**config.mk**
```make
export PLATFORM = sky130hd
export DESIGN_NAME = lsu
export DESIGN_NICKNAME = d
export VERILOG_FILES = /design/src/rtl/lsu_pkg.sv /design/src/rtl/lsu_align.sv /design/src/rtl/lsu.sv
export SDC_FILE = /design/constraint.sdc
export NUM_CORES = 1
export LEC_CHECK = 0
export CAP_MARGIN = 20
export CELL_PAD_IN_SITES_DETAIL_PLACEMENT = 0
export CELL_PAD_IN_SITES_GLOBAL_PLACEMENT = 1
export CORE_UTILIZATION = 36
export CTS_CLUSTER_DIAMETER = 80
export DETAILED_ROUTE_END_ITERATION = 16
export HOLD_SLACK_MARGIN = 0.05
export PLACE_DENSITY_LB_ADDON = 0.1
export SLEW_MARGIN = 20
export SYNTH_ARGS = -nofsm -noshare
export SYNTH_HDL_FRONTEND = slang
export SYNTH_SLANG_ARGS = --single-unit
```
**constraint.sdc**
```tcl
create_clock -name clk_i -period 2.45 [get_ports clk_i]
set_clock_uncertainty 0.15 [all_clocks]
set_input_delay 0.49 -clock clk_i [delete_from_list [all_inputs] [get_ports clk_i]]
set_output_delay 0.49 -clock clk_i [all_outputs]
set_load 0.03 [all_outputs]
```
**src/rtl/lsu_pkg.sv**
```systemverilog
// Shared definitions for the load/store unit.
// - size_t / SIZE_*: request access-size encoding (byte, half, word, reserved).
// - state_t / IDLE..RESP: FSM state encoding used by lsu.
// - req_error(): alignment / reserved-size check applied when a request is accepted.
package lsu_pkg;

  typedef logic [1:0] size_t;
  localparam size_t SIZE_B = 2'd0;
  localparam size_t SIZE_H = 2'd1;
  localparam size_t SIZE_W = 2'd2;
  localparam size_t SIZE_R = 2'd3;

  typedef logic [1:0] state_t;
  localparam state_t IDLE  = 2'd0;
  localparam state_t READ  = 2'd1;
  localparam state_t WRITE = 2'd2;
  localparam state_t RESP  = 2'd3;

  // 1 when the request must be answered with an error and no memory access.
  function automatic logic req_error(input size_t size, input logic [1:0] addr_lo);
    logic err;
    case (size)
      SIZE_B:  err = 1'b0;
      SIZE_H:  err = addr_lo[0];
      SIZE_W:  err = (addr_lo != 2'b00);
      default: err = 1'b1;
    endcase
    return err;
  endfunction

endpackage

```
**src/rtl/lsu_align.sv**
```systemverilog
// Lane steering for the load/store unit (purely combinational).
// Ports:
//   offset      byte offset of the access inside the word (addr[1:0])
//   size        access size (SIZE_B / SIZE_H / SIZE_W)
//   is_unsigned 1 = zero-extend loads, 0 = sign-extend
//   rword       word read from memory
//   wdata       right-aligned store data
//   load_data   selected lane shifted to bit 0 and extended
//   merge_data  rword with the addressed lanes replaced by wdata
module lsu_align
  import lsu_pkg::*;
#(
  parameter int WIDTH = 32
) (
  input  logic [1:0]       offset,
  input  size_t            size,
  input  logic             is_unsigned,
  input  logic [WIDTH-1:0] rword,
  input  logic [WIDTH-1:0] wdata,
  output logic [WIDTH-1:0] load_data,
  output logic [WIDTH-1:0] merge_data
);

  logic [WIDTH-1:0] lane_s;
  logic             sign_b_s;
  logic             sign_h_s;

  // Load path: move the addressed lane down to bit 0, then extend it.
  always_comb begin
    lane_s    = rword >> {offset, 3'b000};
    sign_b_s  = ~is_unsigned & lane_s[7];
    sign_h_s  = ~is_unsigned & lane_s[15];
    load_data = rword;
    case (size)
      SIZE_B:  load_data = {{(WIDTH-8){sign_b_s}}, lane_s[7:0]};
      SIZE_H:  load_data = {{(WIDTH-16){sign_h_s}}, lane_s[15:0]};
      default: load_data = rword;
    endcase
  end

  // Store path: overwrite only the addressed lanes of the fetched word.
  always_comb begin
    merge_data = rword;
    case (size)
      SIZE_B:  merge_data[{offset, 3'b000} +: 8]     = wdata[7:0];
      SIZE_H:  merge_data[{offset[1], 4'b0000} +: 16] = wdata[15:0];
      default: merge_data = wdata;
    endcase
  end

endmodule

```
**src/rtl/lsu.sv**
```systemverilog
// Load/store unit between a valid/ready requester and a simple word memory.
// Ports:
//   clk_i, rst_ni                     clock, asynchronous active-low reset
//   req_valid_i / req_ready_o         request handshake (ready only in IDLE)
//   req_we_i, req_addr_i, req_size_i  store flag, byte address, access size
//   req_unsigned_i, req_wdata_i       load extension mode, store data
//   rsp_valid_o / rsp_ready_i         response handshake
//   rsp_rdata_o, rsp_err_o            extended load data, error flag
//   mem_read_*                        read request (held until mem_read_valid_i)
//   mem_write_*                       single-cycle full-word write strobe
// Sub-word stores are read-modify-write; word stores write directly.
module lsu
  import lsu_pkg::*;
#(
  parameter  int WIDTH = 32,
  parameter  int DEPTH = 16,
  localparam int AW    = $clog2(DEPTH) + 2,
  localparam int PW    = $clog2(DEPTH)
) (
  input  logic             clk_i,
  input  logic             rst_ni,
  input  logic             req_valid_i,
  output logic             req_ready_o,
  input  logic             req_we_i,
  input  logic [AW-1:0]    req_addr_i,
  input  logic [1:0]       req_size_i,
  input  logic             req_unsigned_i,
  input  logic [WIDTH-1:0] req_wdata_i,
  output logic             rsp_valid_o,
  input  logic             rsp_ready_i,
  output logic [WIDTH-1:0] rsp_rdata_o,
  output logic             rsp_err_o,
  output logic             mem_read_en_o,
  output logic [PW-1:0]    mem_read_pos_o,
  input  logic [WIDTH-1:0] mem_read_data_i,
  input  logic             mem_read_valid_i,
  output logic             mem_write_en_o,
  output logic [PW-1:0]    mem_write_pos_o,
  output logic [WIDTH-1:0] mem_write_data_o
);

  state_t           state_r;
  logic             we_r;
  logic [AW-1:0]    addr_r;
  size_t            size_r;
  logic             uns_r;
  logic [WIDTH-1:0] wdata_r;

  logic             req_ready_r;
  logic             rsp_valid_r;
  logic [WIDTH-1:0] rsp_rdata_r;
  logic             rsp_err_r;
  logic             mem_read_en_r;
  logic [PW-1:0]    mem_read_pos_r;
  logic             mem_write_en_r;
  logic [PW-1:0]    mem_write_pos_r;
  logic [WIDTH-1:0] mem_write_data_r;

  logic [WIDTH-1:0] load_data_s;
  logic [WIDTH-1:0] merge_data_s;

  lsu_align #(.WIDTH(WIDTH)) u_align (
    .offset      (addr_r[1:0]),
    .size        (size_r),
    .is_unsigned (uns_r),
    .rword       (mem_read_data_i),
    .wdata       (wdata_r),
    .load_data   (load_data_s),
    .merge_data  (merge_data_s)
  );

  // Control FSM; every externally visible output is a register updated here.
  always_ff @(posedge clk_i or negedge rst_ni) begin
    if (!rst_ni) begin
      state_r          <= IDLE;
      we_r             <= 1'b0;
      addr_r           <= '0;
      size_r           <= SIZE_B;
      uns_r            <= 1'b0;
      wdata_r          <= '0;
      req_ready_r      <= 1'b0;
      rsp_valid_r      <= 1'b0;
      rsp_rdata_r      <= '0;
      rsp_err_r        <= 1'b0;
      mem_read_en_r    <= 1'b0;
      mem_read_pos_r   <= '0;
      mem_write_en_r   <= 1'b0;
      mem_write_pos_r  <= '0;
      mem_write_data_r <= '0;
    end else begin
      // The write strobe is a single-cycle pulse unless re-armed below.
      mem_write_en_r <= 1'b0;
      case (state_r)
        IDLE: begin
          if (req_valid_i && req_ready_r) begin
            req_ready_r <= 1'b0;
            we_r        <= req_we_i;
            addr_r      <= req_addr_i;
            size_r      <= req_size_i;
            uns_r       <= req_unsigned_i;
            wdata_r     <= req_wdata_i;
            if (req_error(req_size_i, req_addr_i[1:0])) begin
              state_r     <= RESP;
              rsp_valid_r <= 1'b1;
              rsp_err_r   <= 1'b1;
              rsp_rdata_r <= '0;
            end else if (req_we_i && (req_size_i == SIZE_W)) begin
              state_r          <= WRITE;
              mem_write_en_r   <= 1'b1;
              mem_write_pos_r  <= req_addr_i[AW-1:2];
              mem_write_data_r <= req_wdata_i;
            end else begin
              // Loads and sub-word stores both need the current word first.
              state_r        <= READ;
              mem_read_en_r  <= 1'b1;
              mem_read_pos_r <= req_addr_i[AW-1:2];
            end
          end else begin
            // Also raises ready on the first edge after reset release.
            req_ready_r <= 1'b1;
          end
        end
        READ: begin
          if (mem_read_valid_i) begin
            mem_read_en_r <= 1'b0;
            if (we_r) begin
              state_r          <= WRITE;
              mem_write_en_r   <= 1'b1;
              mem_write_pos_r  <= addr_r[AW-1:2];
              mem_write_data_r <= merge_data_s;
            end else begin
              state_r     <= RESP;
              rsp_valid_r <= 1'b1;
              rsp_err_r   <= 1'b0;
              rsp_rdata_r <= load_data_s;
            end
          end else begin
            mem_read_en_r <= 1'b1;
          end
        end
        WRITE: begin
          state_r     <= RESP;
          rsp_valid_r <= 1'b1;
          rsp_err_r   <= 1'b0;
          rsp_rdata_r <= '0;
        end
        RESP: begin
          if (rsp_ready_i) begin
            state_r     <= IDLE;
            rsp_valid_r <= 1'b0;
            rsp_err_r   <= 1'b0;
            rsp_rdata_r <= '0;
            req_ready_r <= 1'b1;
          end else begin
            rsp_valid_r <= 1'b1;
          end
        end
        default: begin
          state_r       <= IDLE;
          req_ready_r   <= 1'b0;
          rsp_valid_r   <= 1'b0;
          mem_read_en_r <= 1'b0;
        end
      endcase
    end
  end

  assign req_ready_o      = req_ready_r;
  assign rsp_valid_o      = rsp_valid_r;
  assign rsp_rdata_o      = rsp_rdata_r;
  assign rsp_err_o        = rsp_err_r;
  assign mem_read_en_o    = mem_read_en_r;
  assign mem_read_pos_o   = mem_read_pos_r;
  assign mem_write_en_o   = mem_write_en_r;
  assign mem_write_pos_o  = mem_write_pos_r;
  assign mem_write_data_o = mem_write_data_r;

endmodule

```
* After elaboration in Yosys (flattened, before gate mapping) *
Cells that the tools add are included.

word-level totals
  register bits = 121
  latch bits = 0
  RAM bits = 0
  bits in read-only memories = 0
  output and inout bits = 77
  word-level logic and storage cells = 114
  memories = 0

operators by class
  $add $sub $neg = 2
  multiply operators = 0
  div/mod/pow operators = 0
  order comparisons = 0
  eq/ne operators = 15
  shifts and indexed selects = 5
  mux-type cells = 56
  bitwise logic cells = 5
  reductions and logical operators = 16

operators by type and width
  kind                                                                     number
  32-bit two-way mux                                                       10
  32-bit case mux with 2 select lines                                      3
  32-bit case mux with 4 select lines                                      1
  32-bit bitwise mux                                                       2
  16-bit by 7-bit variable shift with 32-bit output, first input constant  1
  8-bit by 7-bit variable shift with 32-bit output, first input constant   1
  16-bit by 7-bit variable part select with 32-bit output                  1
  8-bit by 7-bit variable part select with 32-bit output                   1
  32-bit by 5-bit >> shifter with 16-bit output                            1
  1-bit two-way mux                                                        22
  4-bit two-way mux                                                        5
  2-bit inequality test, second input constant                             9
  5-bit negation with 7-bit output                                         2
  4-bit AND reduction                                                      3
  2-bit two-way mux                                                        5
  1-bit case mux with 4 select lines                                       2
  2-bit case mux with 4 select lines                                       1
  4-bit case mux with 2 select lines                                       1
  2-bit by 1-bit == test with 1-bit output, second input constant          3
  2-bit == test, second input constant                                     3
  2-bit zero test                                                          3
  1-bit case mux with 2 select lines                                       3
  6-bit AND reduction                                                      1
  2-bit nonzero test                                                       3
  7 further kinds                                                          12

* Depth between registers and ports, before layout *
  depth after elaboration = 7
  depth in mapped cells = 9

* Hierarchy *
From an unflattened synthesis, not the netlist that was laid out.

unflattened totals
  cell total of the unflattened synthesis = 762
  area total of the unflattened synthesis = 7040.5 um2

by module, submodules not included
  module     instances  cells an instance  area an instance (um2)  sequential area each (um2)
  lsu        1          470                5119.9                  3027.9
  lsu_align  1          292                1920.6                  0.0

* Worst setup path after synthesis *
Ideal clock, no wire load.

  kind = register to register
  start point = register addr_r[1]
  end point = register mem_write_data_r[19] (netlist: mem_write_data_o[19])
  library setup time = 0.095 ns
  arrival = 2.396 ns
  path slack = -0.192 ns
  cell stages (with the launch flop) = 8
  path buffers = 1
  clock period less this slack = 2.642 ns
  cell sequence = dfrtp_1 > buf_1 > inv_1 > ha_1 > nor4bb_1 > mux2_2 > a31oi_1 > o31ai_1

on the way
  cells in the longest elaborated chain, start to end = 7
  elaborated cells between the ends (all ways) = 12
  those cells by class = 2 x add/sub; 4 x shift; 6 x mux

ends and longest elaborated chain
  what                                                                                   line                              source
  start, declared                                                                        lsu.sv:44                         logic [AW-1:0] addr_r;
  start signal, assigned                                                                 lsu.sv:98                         addr_r <= req_addr_i;
  5-bit negation with 7-bit output (on tied branches)                                    lsu_align.sv:46, lsu_align.sv:45
  16-bit by 7-bit variable part select with 32-bit output, or another cell as far along  lsu_align.sv:46                   SIZE_H: merge_data[{offset[1], 4'b0000} +: 16] = wdata[15:0];
  32-bit bitwise mux (on tied branches)                                                  lsu_align.sv:46, lsu_align.sv:45
  32-bit case mux with 2 select lines (*)                                                lsu_align.sv:44                   case (size)
  32-bit two-way mux (*)                                                                 lsu.sv:126                        if (we_r) begin
  32-bit two-way mux (*)                                                                 lsu.sv:124                        if (mem_read_valid_i) begin
  32-bit case mux with 2 select lines (*)                                                lsu.sv:93                         case (state_r)
  end signal, assigned                                                                   lsu.sv:111                        mem_write_data_r <= req_wdata_i;
  end signal, assigned                                                                   lsu.sv:130                        mem_write_data_r <= merge_data_s;
  end, declared                                                                          lsu.sv:57                         logic [WIDTH-1:0] mem_write_data_r;

Every way passes the cells marked *; elsewhere a longest branch is shown, timed or not. The select of a mux whose other input is x is not followed.
A chain may end at the register's enable or synchronous reset.

* Worst setup path in the final report *
  start point = register addr_r[0]
  end point = register mem_write_data_r[17] (netlist: mem_write_data_o[17])

on the way
  cells in the longest elaborated chain, start to end = 7
  elaborated cells between the ends (all ways) = 8
  those cells by class = 1 x add/sub; 2 x shift; 5 x mux

ends and longest elaborated chain
  what                                                                                                                               line             source
  5-bit negation with 7-bit output (*)                                                                                               lsu_align.sv:45  SIZE_B: merge_data[{offset, 3'b000} +: 8] = wdata[7:0];
  8-bit by 7-bit variable part select with 32-bit output / 8-bit by 7-bit variable shift with 32-bit output (equally long branches)  lsu_align.sv:45
  32-bit bitwise mux (*)                                                                                                             lsu_align.sv:45
  32-bit case mux with 2 select lines (*)                                                                                            lsu_align.sv:44
  32-bit two-way mux (*)                                                                                                             lsu.sv:126
  32-bit two-way mux (*)                                                                                                             lsu.sv:124
  32-bit case mux with 2 select lines (*)                                                                                            lsu.sv:93

Marks and branches as above.

==> flow_results.xml <==
<?xml version="1.0" encoding="UTF-8"?>
<metrics>
  <group name="power">
    <metric name="leakagePower" unit="nW">3.96</metric>
    <metric name="power_density" unit="nW/um^2">1500</metric>
    <metric name="switching_share" unit="%">43.5</metric>
    <metric name="vdd_ir_drop_max" unit="mV">0.744</metric>
    <metric name="cellInternalPower" unit="mW">8.13</metric>
    <metric name="combinationalPowerShare" unit="%">56.8</metric>
    <metric name="power_frac_clock" unit="%">16.6</metric>
    <metric name="seq_power_share" unit="%">26.6</metric>
    <metric name="psw" unit="mW">6.25</metric>
  </group>
  <group name="placed_design">
    <metric name="place_inst" unit="">1047</metric>
    <metric name="place_worst_setup_slack" unit="ps">-229</metric>
    <metric name="detailed_place.area" unit="sq um">9000</metric>
    <metric name="place.gp.congestion" unit="">0.842</metric>
    <metric name="place.port_buffers" unit="">155</metric>
    <metric name="hpwl" unit="um">16700</metric>
  </group>
  <group name="yosys">
    <metric name="post_synth_num_cell_types" unit="">51</metric>
    <metric name="synth-edff-count" unit="">0</metric>
    <metric name="syn_nets" unit="">749</metric>
    <metric name="ys_async_sr_fraction" unit="%">100</metric>
    <metric name="synth.ff_latch_count" unit="">121</metric>
    <metric name="yosys.area.top_type_share" unit="%">43.7</metric>
    <metric name="synth_area_leader_cell" unit="">sky130_fd_sc_hd__dfrtp_1</metric>
    <metric name="synth.avg_cell_area" unit="sq um">10.5</metric>
    <metric name="post_synth_inst_count" unit="">661</metric>
    <metric name="synth_area" unit="sq um">6930</metric>
    <metric name="top_reg_cell_synth" unit="">sky130_fd_sc_hd__dfrtp_1</metric>
    <metric name="yosys_warnings" unit="">0</metric>
    <metric name="yosysSeqAreaShare" unit="%">43.7</metric>
    <metric name="top_post_synthesis_cells_by_area" unit="">sky130_fd_sc_hd__dfrtp_1, sky130_fd_sc_hd__mux2_2, sky130_fd_sc_hd__o21ai_0</metric>
  </group>
  <group name="run_status">
    <metric name="status" unit="">complete, but fails checks</metric>
    <metric name="violations" unit="">hold timing</metric>
  </group>
  <group name="setup_path">
    <metric name="critical_path.slowest_cell" unit="">sky130_fd_sc_hd__dfrtp_2</metric>
    <metric name="cp_slowest_stage_delay" unit="ps">450</metric>
    <metric name="worst-setup-path-type" unit="">register to register</metric>
    <metric name="critPathBufInv" unit="">2</metric>
    <metric name="largest_fanout_on_the_critical_path" unit="">6</metric>
    <metric name="worstSetupStartpointType" unit="">register</metric>
    <metric name="crit_path_cell_trace" unit="">inv_1, ha_1, nor4bb_2, buf_4, a221o_1, a221oi_1, o31ai_1</metric>
    <metric name="crit_path_end_kind" unit="">register</metric>
    <metric name="critical-path-top-delay-family" unit="">compound AO/OA/AOI/OAI gates</metric>
    <metric name="regToRegSetupSlack" unit="ps">140</metric>
    <metric name="worst-endpoint-arrival" unit="ps">2440</metric>
    <metric name="worstRegToRegCells" unit="">7</metric>
    <metric name="reg2reg_from" unit="">addr_r[0]</metric>
    <metric name="crit_required" unit="ps">2580</metric>
    <metric name="reg2reg_to" unit="">mem_write_data_o[17]</metric>
  </group>
  <group name="clock_tree">
    <metric name="clock_tree.buffer_depth" unit="">2</metric>
    <metric name="clock_pin_slew_reported_for_the_worst_setup_and_hold_paths_after_clock_tree_synthesis" unit="ps">60</metric>
    <metric name="tritoncts" unit="">built</metric>
    <metric name="cts_sink_count" unit="">121</metric>
    <metric name="cts_inserted_buffers" unit="">17</metric>
    <metric name="post_cts_resized" unit="">0</metric>
    <metric name="clock_tree.root_cell" unit="">sky130_fd_sc_hd__clkbuf_16</metric>
    <metric name="hold_buffers" unit="">0</metric>
    <metric name="clock_insertion_delay_worst_skew" unit="ps">420</metric>
    <metric name="clock_tree.htree_level_count" unit="">4</metric>
    <metric name="post-cts-setup-buffers" unit="">0</metric>
  </group>
  <group name="sta">
    <metric name="achievable-frequency" unit="GHz">0.433</metric>
    <metric name="layout_min_cycle_time" unit="ps">2310</metric>
    <metric name="tightestPinTransition" unit="ps">713</metric>
    <metric name="final.setup.tns" unit="ps">0</metric>
    <metric name="postLayoutSetupSlackWorst" unit="ps">141</metric>
    <metric name="drv_slew" unit="">0</metric>
    <metric name="fin_crit_sh" unit="%">94.2</metric>
    <metric name="hold_viol_final" unit="">15</metric>
    <metric name="max_transition_margin" unit="%">52.5</metric>
    <metric name="grt_setup_unrepaired" unit="">no</metric>
    <metric name="hold-worst-slack" unit="ps">-26.2</metric>
    <metric name="setup-violations-final" unit="">0</metric>
  </group>
  <group name="die">
    <metric name="area_of_the_die" unit="sq um">19800</metric>
    <metric name="chipWidth" unit="um">141</metric>
    <metric name="rows" unit="">50</metric>
    <metric name="core_area" unit="sq um">18800</metric>
    <metric name="die_height" unit="um">141</metric>
    <metric name="num_io_pins" unit="">156</metric>
    <metric name="floorplan.initialDensity" unit="%">36.9</metric>
  </group>
  <group name="final_layout">
    <metric name="finalNetCount" unit="">921</metric>
    <metric name="syn_to_final_growth" unit="%">38.4</metric>
    <metric name="filler_cell_count" unit="">1726</metric>
    <metric name="post_route_cells_drive_above_1_share" unit="%">21.1</metric>
    <metric name="final_design_area_no_fill" unit="sq um">9590</metric>
    <metric name="finish.cell_count_without_fillers" unit="">1079</metric>
    <metric name="antennaDiodeCount" unit="">0</metric>
  </group>
  <group name="worst_hold_path">
    <metric name="kind_of_path_behind_the_tightest_hold_check" unit="">input pin to asynchronous set/reset pin</metric>
  </group>
  <group name="global_routing">
    <metric name="grt_antenna_before_repair" unit="">0</metric>
    <metric name="pin_count_of_the_biggest_net_entering_global_routing" unit="">122</metric>
    <metric name="grt_util_all_layers" unit="%">24.3</metric>
    <metric name="global_route_wire_length_before_repair" unit="um">36800</metric>
    <metric name="overflow" unit="">0</metric>
    <metric name="grt_pass1_vias" unit="">6313</metric>
  </group>
  <group name="run">
    <metric name="cap_violations" unit="">0</metric>
  </group>
  <group name="detailed_routing">
    <metric name="avg_wl_per_cell" unit="um">21.5</metric>
    <metric name="route.detailed.drc" unit="">0</metric>
    <metric name="initialDrtViolationCount" unit="">368</metric>
    <metric name="ant_nets" unit="">0</metric>
    <metric name="firstDrtPassIters" unit="">5</metric>
    <metric name="route.detailed.vias_per_inst" unit="">5.81</metric>
    <metric name="drt_wl_total" unit="um">23300</metric>
    <metric name="num_vias" unit="">6274</metric>
  </group>
</metrics>
## sequential cells by signal (all words and copies together) (netlist names)
| register | cells |
|---|---|
| mem_read_pos_o | 4 |
| addr_r | 6 |
| state_r | 2 |
| we_r | 1 |
| mem_write_pos_o | 4 |
| req_ready_o | 1 |
| mem_write_en_o | 1 |
| rsp_valid_o | 1 |
| size_r | 2 |
| wdata_r | 32 |
| rsp_rdata_o | 32 |
| mem_read_en_o | 1 |
| rsp_err_o | 1 |
| mem_write_data_o | 32 |
| uns_r | 1 |
## cells by family after synthesis
kind of cell / Yosys count / share of synthesized area [%]
simple gates: 114 / 8.60
flops: 121 / 43.7
compound gates: 243 / 25.1
mux: 103 / 16.4
fa+ha+maj: 9 / 1.63
buf+inv: 71 / 4.50
## placed cells by master, fill, tap and decap left out, types with 3 or more instances in the layout
cell / n
sky130_fd_sc_hd__o221ai_1: 13
sky130_fd_sc_hd__o22ai_1: 8
sky130_fd_sc_hd__buf_12: 5
sky130_fd_sc_hd__dfrtp_1: 118
sky130_fd_sc_hd__mux2_2: 76
sky130_fd_sc_hd__o21ai_0: 56
sky130_fd_sc_hd__dfrtp_2: 3
sky130_fd_sc_hd__buf_4: 52
sky130_fd_sc_hd__o211ai_1: 4
sky130_fd_sc_hd__o31ai_1: 30
sky130_fd_sc_hd__nand2_1: 24
sky130_fd_sc_hd__clkinv_2: 5
sky130_fd_sc_hd__a221o_1: 14
sky130_fd_sc_hd__clkbuf_8: 4
sky130_fd_sc_hd__nand2b_1: 3
sky130_fd_sc_hd__nor2b_1: 19
sky130_fd_sc_hd__a31oi_1: 4
sky130_fd_sc_hd__ha_1: 7
sky130_fd_sc_hd__a221oi_1: 14
sky130_fd_sc_hd__clkbuf_16: 17
sky130_fd_sc_hd__inv_1: 12
sky130_fd_sc_hd__clkdlybuf4s50_1: 154
sky130_fd_sc_hd__a22o_1: 9
sky130_fd_sc_hd__mux2i_1: 26
sky130_fd_sc_hd__o2111ai_1: 8
sky130_fd_sc_hd__and3b_1: 8
sky130_fd_sc_hd__a21oi_1: 36
sky130_fd_sc_hd__nor3_1: 11
sky130_fd_sc_hd__a32o_1: 17
sky130_fd_sc_hd__a32oi_1: 6
sky130_fd_sc_hd__a2bb2oi_1: 7
sky130_fd_sc_hd__nor2_1: 33
## worst max-delay path by stage
stage	from	end	cells past startpoint
detailed placement	mem_read_data_i[31]	rsp_rdata_o[31]	5
global placement	mem_read_data_i[31]	rsp_rdata_o[30]	5
global route	addr_r[0]	mem_write_data_o[6]	6
finish	addr_r[0]	mem_write_data_o[17]	7
CTS	addr_r[0]	mem_write_data_o[22]	7
floorplan	addr_r[1]	mem_write_data_o[19]	7
## power groups by stage
stage / clock (mW) / sequential [mW] / combinational (mW)
4_1_cts: 2.43 / 3.82 / 8.14
3_3_place_gp: 0 / 3.82 / 7.96
5_1_grt: 2.53 / 3.97 / 8.76
3_5_place_dp: 0 / 3.85 / 8.08
6_report: 2.39 / 3.82 / 8.16
2_1_floorplan: 0 / 4.76 / 4.17
## per-stage QoR
stage / util, % / power (mW)
3_5_place_dp: 47.9 / 11.9
2_1_floorplan: - / 8.92
6_report: 51.1 / 14.4
5_1_grt: 51.1 / 15.3
4_1_cts: 50.9 / 14.4
3_3_place_gp: 47.9 / 11.8
## metal layers
layer	GRT usage (%)	wire, um
met3	3.80	1000
met4	9.15	547
met2	39.2	11000
met1	32.9	10700
met5	0	0
## cell type report
class | count | area, sq um | area share (%)
Inverter | 13 | 48.8 | 0.509
Sequential cell | 121 | 3030 | 31.6
Multi-Input combinational cell | 469 | 3620 | 37.8
Clock buffer | 23 | 488 | 5.09
Timing Repair Buffer | 211 | 2030 | 21.2
Clock inverter | 8 | 70.1 | 0.731
Tap cell | 234 | 293 | 3.05
## synthesized netlist by cell type, types with 3 or more instances
library cell,number
sky130_fd_sc_hd__a2bb2oi_1,7
sky130_fd_sc_hd__o21ai_0,56
sky130_fd_sc_hd__and3b_1,8
sky130_fd_sc_hd__a221o_1,14
sky130_fd_sc_hd__o22ai_1,8
sky130_fd_sc_hd__buf_6,5
sky130_fd_sc_hd__buf_1,7
sky130_fd_sc_hd__mux2i_1,26
sky130_fd_sc_hd__a21oi_1,36
sky130_fd_sc_hd__o31ai_1,30
sky130_fd_sc_hd__mux2_2,76
sky130_fd_sc_hd__nand2_1,24
sky130_fd_sc_hd__o221ai_1,13
sky130_fd_sc_hd__o2111ai_1,8
sky130_fd_sc_hd__nor3_1,11
sky130_fd_sc_hd__o211ai_1,4
sky130_fd_sc_hd__nor2b_1,19
sky130_fd_sc_hd__dfrtp_1,121
sky130_fd_sc_hd__a32o_1,17
sky130_fd_sc_hd__inv_1,12
sky130_fd_sc_hd__a22o_1,9
sky130_fd_sc_hd__a32oi_1,6
sky130_fd_sc_hd__ha_1,9
sky130_fd_sc_hd__nand2b_1,3
sky130_fd_sc_hd__a221oi_1,16
sky130_fd_sc_hd__clkbuf_1,40
sky130_fd_sc_hd__nor2_1,33
sky130_fd_sc_hd__buf_2,6
sky130_fd_sc_hd__a31oi_1,4
(Power assumes the default switching activity.)
